$ cat config.mk
export PLATFORM = sky130hd
export DESIGN_NAME = multicycle_control_unit
export DESIGN_NICKNAME = d
export VERILOG_FILES = /design/src/rtl/mcu_pkg.sv /design/src/rtl/mem_wait_timer.sv /design/src/rtl/multicycle_control_unit.sv
export SDC_FILE = /design/constraint.sdc
export NUM_CORES = 1
export LEC_CHECK = 0
export ABC_AREA = 1
export CORE_MARGIN = 2
export CORE_UTILIZATION = 30
export CTS_CLUSTER_DIAMETER = 150
export DETAILED_ROUTE_END_ITERATION = 16
export GPL_ROUTABILITY_DRIVEN = 0
export PLACE_DENSITY = 0.59
export SYNTH_ARGS = -nofsm -noshare
export SYNTH_HDL_FRONTEND = slang
export SYNTH_SLANG_ARGS = --single-unit
export TNS_END_PERCENT = 50
$ cat constraint.sdc
create_clock -name clk_i -period 3.8 [get_ports clk_i]
set_input_delay 0.76 -clock clk_i [delete_from_list [all_inputs] [get_ports clk_i]]
set_output_delay 0.76 -clock clk_i [all_outputs]
set_load 0.02 [all_outputs]
$ cat src/rtl/mcu_pkg.sv
// Shared types and encodings for the multi-cycle MIPS-subset control unit.
// Datapath select encodings match the mux wiring of the shared datapath.
package mcu_pkg;

  typedef enum logic [3:0] {
    IDLE     = 4'd0,
    FETCH    = 4'd1,
    DECODE   = 4'd2,
    MEM_ADDR = 4'd3,
    MEM_RD   = 4'd4,
    MEM_WB   = 4'd5,
    MEM_WR   = 4'd6,
    EXEC_R   = 4'd7,
    R_WB     = 4'd8,
    EXEC_I   = 4'd9,
    I_WB     = 4'd10,
    BRANCH   = 4'd11,
    JUMP     = 4'd12,
    TRAP     = 4'd13
  } state_t;

  localparam logic [5:0] OP_RTYPE = 6'b000000;
  localparam logic [5:0] OP_LW    = 6'b100011;
  localparam logic [5:0] OP_SW    = 6'b101011;
  localparam logic [5:0] OP_BEQ   = 6'b000100;
  localparam logic [5:0] OP_ADDI  = 6'b001000;
  localparam logic [5:0] OP_J     = 6'b000010;

  localparam logic [1:0] ALU_ADD   = 2'b00;
  localparam logic [1:0] ALU_SUB   = 2'b01;
  localparam logic [1:0] ALU_FUNCT = 2'b10;

  localparam logic [1:0] PC_SRC_ALU    = 2'b00;
  localparam logic [1:0] PC_SRC_ALUOUT = 2'b01;
  localparam logic [1:0] PC_SRC_JUMP   = 2'b10;

  localparam logic [1:0] SRCB_RT      = 2'b00;
  localparam logic [1:0] SRCB_FOUR    = 2'b01;
  localparam logic [1:0] SRCB_IMM     = 2'b10;
  localparam logic [1:0] SRCB_IMM_SH2 = 2'b11;

  // States that stall on the shared memory's ready handshake.
  function automatic logic isWaitState(input state_t s);
    return (s == FETCH) || (s == MEM_RD) || (s == MEM_WR);
  endfunction

endpackage

$ cat src/rtl/mem_wait_timer.sv
// Saturating 8-bit wait-cycle counter; expired once the count has reached TIMEOUT.
module mem_wait_timer #(
  parameter int TIMEOUT = 15
) (
  input  logic clk_i,
  input  logic rst_ni,
  input  logic clear_i,
  input  logic count_i,
  output logic expired_o
);

  localparam logic [7:0] LIMIT = 8'(TIMEOUT);

  logic [7:0] count_q;

  always_ff @(posedge clk_i or negedge rst_ni) begin
    if (!rst_ni) begin
      count_q <= 8'd0;
    end else if (clear_i) begin
      count_q <= 8'd0;
    end else if (count_i && (count_q != 8'hFF)) begin
      count_q <= count_q + 8'd1;
    end
  end

  assign expired_o = (count_q >= LIMIT);

endmodule

$ cat src/rtl/multicycle_control_unit.sv
// Moore sequencer for the multi-cycle MIPS-subset datapath: drives every select and
// enable, stalls on memory ready, traps on illegal opcodes and memory timeouts.
module multicycle_control_unit
  import mcu_pkg::*;
#(
  parameter int OP_W         = 6,
  parameter int TIMEOUT      = 15,
  parameter bit SUPPORT_JUMP = 1'b1
) (
  input  logic            clk_i,
  input  logic            clr_ni,
  input  logic            run_i,
  input  logic            prog_write_i,
  input  logic [OP_W-1:0] opcode_i,
  input  logic            zero_i,
  input  logic            mem_ready_i,
  output logic            pc_write_o,
  output logic [1:0]      pc_src_o,
  output logic            i_or_d_o,
  output logic            mem_read_o,
  output logic            mem_write_o,
  output logic            ir_write_o,
  output logic            reg_dst_o,
  output logic            mem_to_reg_o,
  output logic            reg_write_o,
  output logic            alu_src_a_o,
  output logic [1:0]      alu_src_b_o,
  output logic [1:0]      alu_op_o,
  output logic            busy_o,
  output logic            illegal_op_o,
  output logic            mem_timeout_o
);

  state_t state_q, state_d;
  state_t nextInstr;
  logic   illegal_q, timeout_q;
  logic   timerClear, timerCount, timerExpired;

  always_ff @(posedge clk_i or negedge clr_ni) begin
    if (!clr_ni) begin
      state_q   <= IDLE;
      illegal_q <= 1'b0;
      timeout_q <= 1'b0;
    end else begin
      state_q <= state_d;
      if (state_d == TRAP && state_q == DECODE) illegal_q <= 1'b1;
      if (state_d == TRAP && isWaitState(state_q)) timeout_q <= 1'b1;
    end
  end

  assign nextInstr = (run_i && !prog_write_i) ? FETCH : IDLE;

  always_comb begin
    state_d = state_q;
    case (state_q)
      IDLE:     if (run_i && !prog_write_i) state_d = FETCH;
      FETCH:    if (mem_ready_i) state_d = DECODE;
                else if (timerExpired) state_d = TRAP;
      DECODE: begin
        case (opcode_i)
          OP_W'(OP_RTYPE):        state_d = EXEC_R;
          OP_W'(OP_LW),
          OP_W'(OP_SW):           state_d = MEM_ADDR;
          OP_W'(OP_BEQ):          state_d = BRANCH;
          OP_W'(OP_ADDI):         state_d = EXEC_I;
          OP_W'(OP_J):            state_d = SUPPORT_JUMP ? JUMP : TRAP;
          default:                state_d = TRAP;
        endcase
      end
      MEM_ADDR: state_d = (opcode_i == OP_W'(OP_SW)) ? MEM_WR : MEM_RD;
      MEM_RD:   if (mem_ready_i) state_d = MEM_WB;
                else if (timerExpired) state_d = TRAP;
      MEM_WR:   if (mem_ready_i) state_d = nextInstr;
                else if (timerExpired) state_d = TRAP;
      EXEC_R:   state_d = R_WB;
      EXEC_I:   state_d = I_WB;
      MEM_WB, R_WB, I_WB, BRANCH, JUMP: state_d = nextInstr;
      TRAP:     state_d = TRAP;
      default:  state_d = TRAP;
    endcase
  end

  // Count restarts on entry to a wait state, so a held access gets the full budget.
  assign timerClear = (state_d != state_q) && isWaitState(state_d);
  assign timerCount = isWaitState(state_q) && !mem_ready_i;

  mem_wait_timer #(.TIMEOUT(TIMEOUT)) u_timer (
    .clk_i    (clk_i),
    .rst_ni   (clr_ni),
    .clear_i  (timerClear),
    .count_i  (timerCount),
    .expired_o(timerExpired)
  );

  always_comb begin
    pc_write_o   = 1'b0;
    pc_src_o     = PC_SRC_ALU;
    i_or_d_o     = 1'b0;
    mem_read_o   = 1'b0;
    mem_write_o  = 1'b0;
    ir_write_o   = 1'b0;
    reg_dst_o    = 1'b0;
    mem_to_reg_o = 1'b0;
    reg_write_o  = 1'b0;
    alu_src_a_o  = 1'b0;
    alu_src_b_o  = SRCB_RT;
    alu_op_o     = ALU_ADD;
    case (state_q)
      FETCH: begin
        mem_read_o  = 1'b1;
        alu_src_b_o = SRCB_FOUR;
        ir_write_o  = mem_ready_i;
        pc_write_o  = mem_ready_i;
      end
      DECODE:   alu_src_b_o = SRCB_IMM_SH2;
      MEM_ADDR, EXEC_I: begin
        alu_src_a_o = 1'b1;
        alu_src_b_o = SRCB_IMM;
      end
      MEM_RD: begin
        mem_read_o = 1'b1;
        i_or_d_o   = 1'b1;
      end
      MEM_WB: begin
        reg_write_o  = 1'b1;
        mem_to_reg_o = 1'b1;
      end
      MEM_WR: begin
        mem_write_o = 1'b1;
        i_or_d_o    = 1'b1;
      end
      EXEC_R: begin
        alu_src_a_o = 1'b1;
        alu_op_o    = ALU_FUNCT;
      end
      R_WB: begin
        reg_write_o = 1'b1;
        reg_dst_o   = 1'b1;
      end
      I_WB:     reg_write_o = 1'b1;
      BRANCH: begin
        alu_src_a_o = 1'b1;
        alu_op_o    = ALU_SUB;
        pc_src_o    = PC_SRC_ALUOUT;
        pc_write_o  = zero_i;
      end
      JUMP: begin
        pc_write_o = 1'b1;
        pc_src_o   = PC_SRC_JUMP;
      end
      default: ;
    endcase
  end

  assign busy_o        = (state_q != IDLE) && (state_q != TRAP);
  assign illegal_op_o  = illegal_q;
  assign mem_timeout_o = timeout_q;

endmodule

==> flow_summary.yaml <==
sta:
  finClkSkew_ns: 0.00226
  tightest_slew_ns: 0.643
  slew_violations: 0
  rsz0062_at_grt: "false"
  fin_worst_hold_slack_ns: 0.471
  finalHoldViolCount: 0
  setup_violations: 0
  finalCritPeriodShare_pct: 79.3
  max_slew_margin_pct: 57.0
  clock.fmax_ghz: 0.332
  fin_crit_ns: 3.01
  tns_ns: 0
yosys:
  async_flop_share_pct: 100
  synthTopCellsByArea: "dfrtp_1, nand2_1, inv_1, nor2_1, nand3_1"
  yosysTopAreaCellShare_pct: 27.7
  synth_flop_cell: "dfrtp_1"
  synth_cell_types: 28
  syn_inst: 189
  ys_seq_area_share_pct: 27.7
  post-synth-top-area-cell: "dfrtp_1"
  ys_ff_latch: 14
  syn_area_um2: 1260
  yosys_warnings: 0
  synth_edf_count: 0
  synth_common_cells: "nand2_1, inv_1, nor2_1, dfrtp_1, nand3_1"
  yosysMostFrequentCell: "nand2_1"
  synth.avg_cell_area_um2: 6.69
  syn-num-nets: 202
power:
  cellLeakagePower_nw: 0.835
  power_mw: 0.296
  p_per_area_nw_per_um2: 180
  ir_drop_mv: 0.119
hold_path:
  hold_path.class: "reg2reg"
  whs_path_depth: 2
clocking:
  cts_buffer_depth: 2
  clk_pin_slew_worst_paths_ns: 0.05
  hold_buffers: 0
  cts_tree: "yes"
  cts_made_buffers: 3
  insertion_delay_ns: 0.25
  cts-root-buf: "clkbuf_8"
  cts_sinks: 14
  cts_resized: 0
  post-cts-setup-buffers: 0
  htree_levels: 1
final_layout:
  design_area_um2: 1640
  fillerInstances: 448
  syn_to_final_growth_pct: 30.0
  drive_above_1_share_pct: 14.2
  nNetsFinal: 234
  diodes: 0
place:
  hpwlAfterDp_mm: 2.41
  placed_area_um2: 1600
  numPortBuffers: 29
setup_path:
  cpMaxStageDelayCell: "clkdlybuf4s50_1"
  arrival_ns: 2.25
  crit_fanout: 5
  cp_top_family: "buffers and inverters"
  endpoint_kind: "primary output"
  crit_required_ns: 3.04
  slowest_delay_ns: 0.61
  start_kind: "input pin"
  path_class: "in2out"
  crit_cells: 4
  crit_buf_inv: 2
  rr_worst_depth: 12
  crit_chain: "clkdlybuf4s50_1, nand3_1, nand3_1, clkdlybuf4s50_1"
  rrSetupSlack_ns: 1.73
floorplan:
  io_pins: 30
  dieArea_um2: 4750
  rows: 23
  start_util_pct: 31.4
  core_um2: 4030
  chipWidth_um: 68.9
  die_y_um: 68.9
route:
  first_pass_iters: 5
  ant_nets: 0
  drcViolationCount: 0
  wl_per_cell_um: 11.1
  num_vias: 1251
  routed_wl_mm: 2.99
  drtIter0Drc: 66
  vias_per_cell: 4.65
job:
  cap_violations: 0
grt:
  grt_pass1_vias: 1184
  grt_remaining_overflow: 0
  antenna_found_initial: 0
  grt_usage_pct: 14.6
  grt_max_degree: 15
  grt_pass1_wl_mm: 5.27
status:
  status: "complete, no violations"
## layout make-up
cell class	count	area (µm²)	area share (%)
clock buffer	3	41.3	2.51
inverter	30	113	6.85
sequential	14	350	21.3
tap	50	62.6	3.81
timing repair buffer	29	290	17.7
multi-input combinational	143	786	47.8
## kinds of logic (layout without fill, tap and decap cells)
logic type / after synthesis / count (layout) / share of synthesized area [%]
AND/OR/NAND/NOR: 118 / 118 / 47.5
buffers and inverters: 32 / 62 / 10.1
AO/OA/AOI/OAI: 17 / 17 / 8.71
flip-flops: 14 / 14 / 27.7
XOR/XNOR: 6 / 6 / 4.16
adder cells (fa/ha/maj): 1 / 1 / 0.990
multiplexers: 1 / 1 / 0.792
## metrics by stage
stage	instances	setup WS [ns]	util [%]
after floorplan	189	1.88	-
after global placement	266	0.833	39.8
after detailed placement	266	0.790	39.8
after CTS	269	0.783	40.8
after global routing	269	0.706	40.8
final	269	0.785	40.8
## state kept, by name (all words and copies together) (netlist names)
| register | cells |
|---|---|
| state_q | 4 |
| u_timer.count_q | 8 |
| mem_timeout_o | 1 |
| illegal_op_o | 1 |
## worst register-to-register path: stages, from the launching register on
cell and delay, ns:
dfrtp_1 0.41, ha_1 0.22, nand2_1 0.11, inv_1 0.08, a21oi_1 0.27, nand2_1 0.08
nand2_1 0.12, nand3_2 0.12, nand2_1 0.09, nand2_1 0.06, nor2_2 0.14, nand3_4 0.14
a21oi_1 0.16
## final timing paths
kind,end,start
max,pc_write_o,mem_ready_i
min,mem_timeout_o,mem_timeout_o
max reg2reg,u_timer.count_q[3],u_timer.count_q[0]
min reg2reg,mem_timeout_o,mem_timeout_o
max in group asynchronous,illegal_op_o,clr_ni
min in group asynchronous,u_timer.count_q[5],clr_ni
## where the power goes
group | internal, mW | leakage (nW) | switching (mW)
Combinational | 0.0117 | 0.639 | 0.0103
Sequential | 0.149 | 0.175 | 0
Clock | 0.0704 | 0.0216 | 0.0542
## layer usage
metal	vias to the layer above	track usage [%]	routed length, µm	share of wire [%]
met1	559	20.7	1510	51
met2	27	22.8	1300	43
met3	3	2.27	142	4.7
li1	662	-	-	-
met4	0	4.41	38	1.3
met5	-	0	0	0
## cells in the final DEF (no fill, tap or decap), types with 3 or more instances in the layout
master and n:
nor2_2 7, clkdlybuf4s50_1 29, nand4_1 8, nand3_1 13
nor2_1 26, dfrtp_1 14, clkbuf_8 3, xor2_1 5
inv_1 28, nand2_2 6, nand3_2 4, a21oi_1 10
nand2_1 47
Note: power is estimated with default switching activity, not from simulation.
